### config.mk
export PLATFORM = sky130hd
export DESIGN_NAME = seven_seg_scan_driver
export DESIGN_NICKNAME = d
export VERILOG_FILES = /design/src/rtl/seven_seg_pkg.sv /design/src/rtl/seven_seg_decode.sv /design/src/rtl/seven_seg_scan_driver.sv
export SDC_FILE = /design/constraint.sdc
export NUM_CORES = 1
export LEC_CHECK = 0
export ABC_AREA = 0
export CORE_AREA = 5 5 119 121
export CTS_CLUSTER_SIZE = 28
export DETAILED_ROUTE_END_ITERATION = 6
export DIE_AREA = 0 0 124 126
export PLACE_DENSITY = 0.57
export SLEW_MARGIN = 20
export SYNTH_ARGS = -nofsm -noshare
export SYNTH_HDL_FRONTEND = slang
export SYNTH_SLANG_ARGS = --single-unit
### constraint.sdc
create_clock -name clk -period 3.3 [get_ports clk]
set_clock_uncertainty 0.15 [all_clocks]
set_input_delay 0.495 -clock clk [delete_from_list [all_inputs] [get_ports clk]]
set_output_delay 0.495 -clock clk [all_outputs]
set_load 0.01 [all_outputs]
### src/rtl/seven_seg_pkg.sv
// Shared definitions for the seven-segment scan driver.
//   - state_e   : per-slot phase (BLANK dead time, SHOW digit lit)
//   - SEG_OFF   : active-high "all segments off" pattern
//   - SEG_TABLE : active-high {g,f,e,d,c,b,a} patterns for nibbles 0-F
//   - seg_decode: nibble -> segments, codes 10-15 blank when hex_mode=0
package seven_seg_pkg;

  typedef enum logic {
    BLANK = 1'b0,
    SHOW  = 1'b1
  } state_e;

  localparam logic [6:0] SEG_OFF = 7'h00;

  localparam logic [6:0] SEG_TABLE [16] = '{
    7'h3F, 7'h06, 7'h5B, 7'h4F, 7'h66, 7'h6D, 7'h7D, 7'h07,
    7'h7F, 7'h6F, 7'h77, 7'h7C, 7'h39, 7'h5E, 7'h79, 7'h71
  };

  function automatic logic [6:0] seg_decode(input logic [3:0] nibble,
                                            input logic       hex_mode);
    logic [6:0] seg;
    if (!hex_mode && (nibble > 4'd9)) begin
      seg = SEG_OFF;
    end else begin
      seg = SEG_TABLE[nibble];
    end
    return seg;
  endfunction

endpackage

### src/rtl/seven_seg_decode.sv
// Combinational nibble to seven-segment decoder (active-high segments).
//   nibble_i : 4-bit digit value
//   seg_o    : segments {g,f,e,d,c,b,a}, bit0 = a
// HEX_MODE=1 decodes 0-F; HEX_MODE=0 decodes 0-9 and blanks 10-15.
module seven_seg_decode
  import seven_seg_pkg::*;
#(
  parameter int HEX_MODE = 1
) (
  input  logic [3:0] nibble_i,
  output logic [6:0] seg_o
);

  assign seg_o = seg_decode(nibble_i, (HEX_MODE != 0));

endmodule

### src/rtl/seven_seg_scan_driver.sv
// Time-multiplexed N-digit seven-segment display driver.
//   clk, rst_n  : clock, asynchronous active-low reset
//   value       : packed nibbles, digit 0 = value[3:0]
//   dp_in       : decimal point request per digit
//   digit_en    : per-digit enable (0 blanks seg/dp, anode still scans)
//   load        : capture value/dp_in/digit_en/lz_blank into pending buffer
//   lz_blank    : leading-zero suppression, sampled with load
//   seg, dp     : segment and decimal point pins (polarity by SEG_ACTIVE_LOW)
//   an          : digit select pins (polarity by AN_ACTIVE_LOW)
//   frame_done  : pulse on the last lit cycle of the highest digit
// Each slot is BLANK_CYCLES dead cycles followed by SCAN_DIV lit cycles.
// All pins are registered from next-state values so they switch on the
// same edge as the phase change.
module seven_seg_scan_driver
  import seven_seg_pkg::*;
#(
  parameter int NUM_DIGITS     = 4,
  parameter int SCAN_DIV       = 1000,
  parameter int BLANK_CYCLES   = 2,
  parameter int HEX_MODE       = 1,
  parameter int SEG_ACTIVE_LOW = 0,
  parameter int AN_ACTIVE_LOW  = 1
) (
  input  logic                    clk,
  input  logic                    rst_n,
  input  logic [4*NUM_DIGITS-1:0] value,
  input  logic [NUM_DIGITS-1:0]   dp_in,
  input  logic [NUM_DIGITS-1:0]   digit_en,
  input  logic                    load,
  input  logic                    lz_blank,
  output logic [6:0]              seg,
  output logic                    dp,
  output logic [NUM_DIGITS-1:0]   an,
  output logic                    frame_done
);

  localparam int CNT_RANGE = (SCAN_DIV > BLANK_CYCLES) ?
                             ((SCAN_DIV > 2) ? SCAN_DIV : 2) :
                             ((BLANK_CYCLES > 2) ? BLANK_CYCLES : 2);
  localparam int CW = $clog2(CNT_RANGE);
  localparam int IW = (NUM_DIGITS > 1) ? $clog2(NUM_DIGITS) : 1;

  localparam logic [CW-1:0] SHOW_LAST  = CW'(SCAN_DIV - 1);
  localparam logic [CW-1:0] BLANK_LAST = CW'((BLANK_CYCLES > 0) ? BLANK_CYCLES - 1 : 0);
  localparam logic [IW-1:0] IDX_LAST   = IW'(NUM_DIGITS - 1);

  localparam logic [NUM_DIGITS-1:0] AN_OFF  = (AN_ACTIVE_LOW != 0) ? '1 : '0;
  localparam logic [6:0]            SEG_PIN = (SEG_ACTIVE_LOW != 0) ? 7'h7F : 7'h00;
  localparam logic                  DP_PIN  = (SEG_ACTIVE_LOW != 0);

  state_e                  state_q, state_d;
  logic [IW-1:0]           idx_q, idx_d;
  logic [CW-1:0]           cnt_q, cnt_d;
  logic                    frame_start_s;

  logic [4*NUM_DIGITS-1:0] pend_val_q, pend_val_d, act_val_q, act_val_d;
  logic [NUM_DIGITS-1:0]   pend_dp_q, pend_dp_d, act_dp_q, act_dp_d;
  logic [NUM_DIGITS-1:0]   pend_en_q, pend_en_d, act_en_q, act_en_d;
  logic                    pend_lz_q, pend_lz_d, act_lz_q, act_lz_d;

  logic [NUM_DIGITS-1:0]   lz_mask_s;
  logic                    lz_chain_s;
  logic [NUM_DIGITS-1:0]   onehot_s;
  logic [3:0]              nibble_s;
  logic [6:0]              dec_seg_s;
  logic [6:0]              seg_raw_s;
  logic                    dp_raw_s;

  logic [6:0]              seg_q, seg_d;
  logic                    dp_q, dp_d;
  logic [NUM_DIGITS-1:0]   an_q, an_d;
  logic                    frame_done_q, frame_done_d;

  // Slot sequencer: BLANK/SHOW phase, digit index and phase cycle counter.
  always_comb begin
    state_d       = state_q;
    idx_d         = idx_q;
    cnt_d         = cnt_q + CW'(1);
    frame_start_s = 1'b0;
    case (state_q)
      BLANK: begin
        if ((BLANK_CYCLES == 0) || (cnt_q == BLANK_LAST)) begin
          state_d = SHOW;
          cnt_d   = '0;
        end else begin
          state_d = BLANK;
        end
      end
      SHOW: begin
        if (cnt_q == SHOW_LAST) begin
          cnt_d         = '0;
          state_d       = (BLANK_CYCLES == 0) ? SHOW : BLANK;
          frame_start_s = (idx_q == IDX_LAST);
          idx_d         = (idx_q == IDX_LAST) ? '0 : idx_q + IW'(1);
        end else begin
          state_d = SHOW;
        end
      end
      default: begin
        state_d = BLANK;
        idx_d   = '0;
        cnt_d   = '0;
      end
    endcase
  end

  // Double buffer: pending follows load; active only changes at frame start,
  // taking load data directly when load lands on that edge.
  always_comb begin
    pend_val_d = pend_val_q;
    pend_dp_d  = pend_dp_q;
    pend_en_d  = pend_en_q;
    pend_lz_d  = pend_lz_q;
    act_val_d  = act_val_q;
    act_dp_d   = act_dp_q;
    act_en_d   = act_en_q;
    act_lz_d   = act_lz_q;
    if (load) begin
      pend_val_d = value;
      pend_dp_d  = dp_in;
      pend_en_d  = digit_en;
      pend_lz_d  = lz_blank;
    end else begin
      pend_val_d = pend_val_q;
    end
    if (frame_start_s) begin
      act_val_d = load ? value    : pend_val_q;
      act_dp_d  = load ? dp_in    : pend_dp_q;
      act_en_d  = load ? digit_en : pend_en_q;
      act_lz_d  = load ? lz_blank : pend_lz_q;
    end else begin
      act_val_d = act_val_q;
    end
  end

  // Leading-zero mask, scanned from the top digit down. A disabled digit does
  // not break the run of suppressed leading digits; digit 0 is never masked.
  always_comb begin
    lz_mask_s  = '0;
    lz_chain_s = act_lz_d;
    for (int i = NUM_DIGITS - 1; i >= 1; i--) begin
      if (lz_chain_s && (act_val_d[4*i +: 4] == 4'h0)) begin
        lz_mask_s[i] = 1'b1;
      end else begin
        lz_mask_s[i] = 1'b0;
      end
      if ((act_val_d[4*i +: 4] != 4'h0) && act_en_d[i]) begin
        lz_chain_s = 1'b0;
      end else begin
        lz_chain_s = lz_chain_s;
      end
    end
  end

  assign nibble_s = act_val_d[{idx_d, 2'b00} +: 4];

  seven_seg_decode #(
    .HEX_MODE(HEX_MODE)
  ) u_decode (
    .nibble_i(nibble_s),
    .seg_o   (dec_seg_s)
  );

  // Pin values for the upcoming cycle, derived from next state and buffer.
  always_comb begin
    onehot_s  = '0;
    seg_raw_s = SEG_OFF;
    dp_raw_s  = 1'b0;
    an_d      = AN_OFF;
    for (int i = 0; i < NUM_DIGITS; i++) begin
      onehot_s[i] = (idx_d == IW'(i));
    end
    if (state_d == SHOW) begin
      an_d = (AN_ACTIVE_LOW != 0) ? ~onehot_s : onehot_s;
      if (act_en_d[idx_d] && !lz_mask_s[idx_d]) begin
        seg_raw_s = dec_seg_s;
        dp_raw_s  = act_dp_d[idx_d];
      end else begin
        seg_raw_s = SEG_OFF;
        dp_raw_s  = 1'b0;
      end
    end else begin
      an_d = AN_OFF;
    end
    seg_d        = (SEG_ACTIVE_LOW != 0) ? ~seg_raw_s : seg_raw_s;
    dp_d         = (SEG_ACTIVE_LOW != 0) ? ~dp_raw_s : dp_raw_s;
    frame_done_d = (state_d == SHOW) && (idx_d == IDX_LAST) && (cnt_d == SHOW_LAST);
  end

  // State, buffer and output registers.
  always_ff @(posedge clk or negedge rst_n) begin
    if (!rst_n) begin
      state_q      <= BLANK;
      idx_q        <= '0;
      cnt_q        <= '0;
      pend_val_q   <= '0;
      pend_dp_q    <= '0;
      pend_en_q    <= '0;
      pend_lz_q    <= 1'b0;
      act_val_q    <= '0;
      act_dp_q     <= '0;
      act_en_q     <= '0;
      act_lz_q     <= 1'b0;
      seg_q        <= SEG_PIN;
      dp_q         <= DP_PIN;
      an_q         <= AN_OFF;
      frame_done_q <= 1'b0;
    end else begin
      state_q      <= state_d;
      idx_q        <= idx_d;
      cnt_q        <= cnt_d;
      pend_val_q   <= pend_val_d;
      pend_dp_q    <= pend_dp_d;
      pend_en_q    <= pend_en_d;
      pend_lz_q    <= pend_lz_d;
      act_val_q    <= act_val_d;
      act_dp_q     <= act_dp_d;
      act_en_q     <= act_en_d;
      act_lz_q     <= act_lz_d;
      seg_q        <= seg_d;
      dp_q         <= dp_d;
      an_q         <= an_d;
      frame_done_q <= frame_done_d;
    end
  end

  assign seg        = seg_q;
  assign dp         = dp_q;
  assign an         = an_q;
  assign frame_done = frame_done_q;

endmodule

==> metrics.txt <==
worst setup margin 0.1853 ns; Area Growth Syn to Fin 30.41%; Slew Limit Fails 0; Yosys top cell area share 0.4776; worst-margin pin slew 0.9692 ns; Arr. time, crit path 3.22 ns; startpoint class of the critical path flip-flop; Yosys cell types 58; most frequent cells in the layout dfrtp_1, nand2_1, clkdlybuf4s50_1, buf_4, mux2_2; Initial Util 0.2906; Critical Path RT 3.40 ns; Setup Viol. Count Final 0; global-route wire length before repair between 10 and 15 mm; combinational fraction of design power 0.061; post-synthesis cell area between 3000 and 4000 um^2; post-detailed-route count of antenna-violating nets 0; Clock Power Share 0.475; Yosys top cell by area dfrtp_1; synthesized flop and latch total 76; Crit Path Max Fanout 8; Hold Path Class in2async; post-layout min period approximately 3.1 ns; Seq pwr share 0.465; Chip Height between 100 and 150 um; LEAKAGE around 2.2 nW; Final Util 0.3790; gpl congestion 0.8565; commonest non-fill, non-tap cell in the layout dfrtp_1; Synth Area per Inst roughly 11 um^2; Remaining Overflow, GRT 0; vias in the first global route about 2900; Clock Tree Root clkbuf_16; initial antenna violation count 0; Final period util 0.9439; post-place setup slack approximately 0.012 ns; Max Cap Violations 0; Post-synth EDFFs 0; DR WL/cell 14.91 um; Post-Place Cell Area 4599 um^2; die area around 16000 um^2; setup bufs post-CTS 0; Worst path max stage delay around 0.5 ns; Final nets 456; CP most frequent cell buf_4; Rows 42; io pins between 40 and 50; Syn Inst Count 346; IO Port Bufs 40; post-synthesis sequential area ratio 0.5055; setup TNS 0 ns; critical path's slowest cell a2111oi_1; final hold viol count 0; final WL ~9 mm; drt pass-1 iters 5; # H-tree levels 3; ratio of cells with drive above 1 in the final layout 0.2358; Net Switching ~0.44 mW; # resized after CTS 0; Starting DRT DRC Count 112; vias post-DR roughly 2800; Pwr Density between 400 and 500 nW/um^2; switching share of total power 0.2099; DRC violations left 0; largest net degree at the start of global routing between 70 and 80; CTS clk-pin slew, worst paths about 0.060 ns; DIE WIDTH about 120 um; status finished clean; normalized max-slew margin 0.3539; syn_nets 383; detailed-placement wirelength estimate roughly 6.5 mm; Peak VDD IR between 200 and 250 uV; Post-Layout Inst Area between 4000 and 5000 um^2; diode count 0; maximum clock rate 0.3211 GHz; CTS sink count 76; Int Pwr approximately 1.7 mW; main flop type after synthesis dfrtp_1; CORE AREA ~13000 um^2; RSZ-0062 raised after global routing false; CTS tree done; Worst-Skew Late Latency between 0.3 and 0.4 ns; Total GRT Usage 0.1236; post-DR vias/cell 4.695; Ys Warns 0; crit-path cells ha_1 -> nand4_4 -> buf_4 -> nor4_2 -> nor2_2 -> buf_4 -> a2111oi_1 -> a211oi_1 -> or3_1 -> a31oi_1; CTS Buffer Depth 2; asr flop ratio synth 1.000; CTS Hold Bufs 0; CTS buffer count 9; CP Capture Type flip-flop; critical path class reg2reg; synth top area cells dfrtp_1, mux2_2, mux2i_1, nand2_1, ha_1
registers in the layout, indices dropped and copies added (netlist names):
name	cells
act_val_q	16
pend_val_q	16
cnt_q	10
seg	7
act_dp_q	4
act_en_q	4
an	4
pend_dp_q	4
pend_en_q	4
idx_q	2
act_lz_q	1
dp	1
frame_done	1
pend_lz_q	1
state_q	1
logic make-up (layout without fill, tap and decap cells):
group | count (synthesis) | in the layout | synth area share
buf+inv | 34 | 112 | 0.04179
xor+xnor | 13 | 13 | 0.03018
fa+ha+maj | 9 | 9 | 0.02985
mux | 51 | 51 | 0.1456
simple gates | 112 | 112 | 0.1516
compound gates | 51 | 51 | 0.09553
flops | 76 | 76 | 0.5055
final timing paths:
kind / start / end / slack, ns / cells past startpoint
min in group clk: act_dp_q[2] / act_dp_q[2] / 0.33 / 2
max in group asynchronous: rst_n / cnt_q[8] / 2.19 / 1
worst max-delay path: cnt_q[1] / seg[0] / 0.19 / 10
worst min register to register: act_dp_q[2] / act_dp_q[2] / 0.33 / 2
worst max register to register: cnt_q[1] / seg[0] / 0.19 / 10
worst min-delay path: rst_n / cnt_q[1] / 0.15 / 1
area by class of cell:
cell class,count,area [um^2]
Sequential cell,76,1909
Fill cell,1301,8060
Clock buffer,14,264.0
Tap cell,176,220.2
Clock inverter,2,35.03
Inverter,21,78.83
Multi-Input combinational cell,236,1727
Timing Repair Buffer,75,685.7
metrics by stage:
| step | cells | hold WS [ns] | total power, mW |
|---|---|---|---|
| 2_1_floorplan | 346 | 0.04941 | 1.041 |
| 3_3_place_gp | 584 | 0.3135 | 1.116 |
| 3_5_place_dp | 584 | 0.3125 | 1.120 |
| 4_1_cts | 600 | 0.1985 | 2.128 |
| 5_1_grt | 600 | 0.2575 | 2.182 |
| 6_report | 600 | 0.1451 | 2.095 |
metal layers:
| layer | part of all wire | vias up | GRT usage |
|---|---|---|---|
| met4 | 0.027 | 0 | 0.05606 |
| li1 | - | 1365 | - |
| met1 | 0.45 | 1372 | 0.1584 |
| met2 | 0.47 | 57 | 0.1899 |
| met3 | 0.047 | 23 | 0.03901 |
| met5 | 0 | - | 0 |
Yosys cell counts, types with 2 or more instances:
cell,n
dfstp_2,4
buf_2,2
mux2_2,31
xnor2_1,6
nand4_1,4
and3_1,2
or4_1,3
nand2_1,42
ha_1,9
o211ai_1,4
a221oi_1,4
nand3_1,8
nor2_1,22
mux2i_1,20
nor3_1,9
inv_1,20
a22o_1,2
xor2_1,7
a311oi_1,2
nor4_1,5
a211o_1,3
clkbuf_1,5
a21boi_0,2
o21ai_0,8
buf_6,3
dfrtp_1,72
and2_1,3
or2_1,2
a21oi_1,13
power by group through the flow:
stage,sequential [mW],combinational [mW],clock [mW]
6_report,0.973,0.127,0.995
5_1_grt,0.975,0.142,1.06
4_1_cts,0.973,0.131,1.02
3_5_place_dp,0.990,0.131,0
3_3_place_gp,0.989,0.127,0
2_1_floorplan,0.986,0.0547,0
worst max-delay path, delay by kind of cell (launching register included):
kind	cells	cell delay (ns)
AND/OR/NAND/NOR	4	1.04
AO/OA/AOI/OAI	3	0.91
buffers and inverters	2	0.36
flip-flops	1	0.35
adder cells (fa/ha/maj)	1	0.21
No activity file was read; power rests on OpenSTA's default activity.
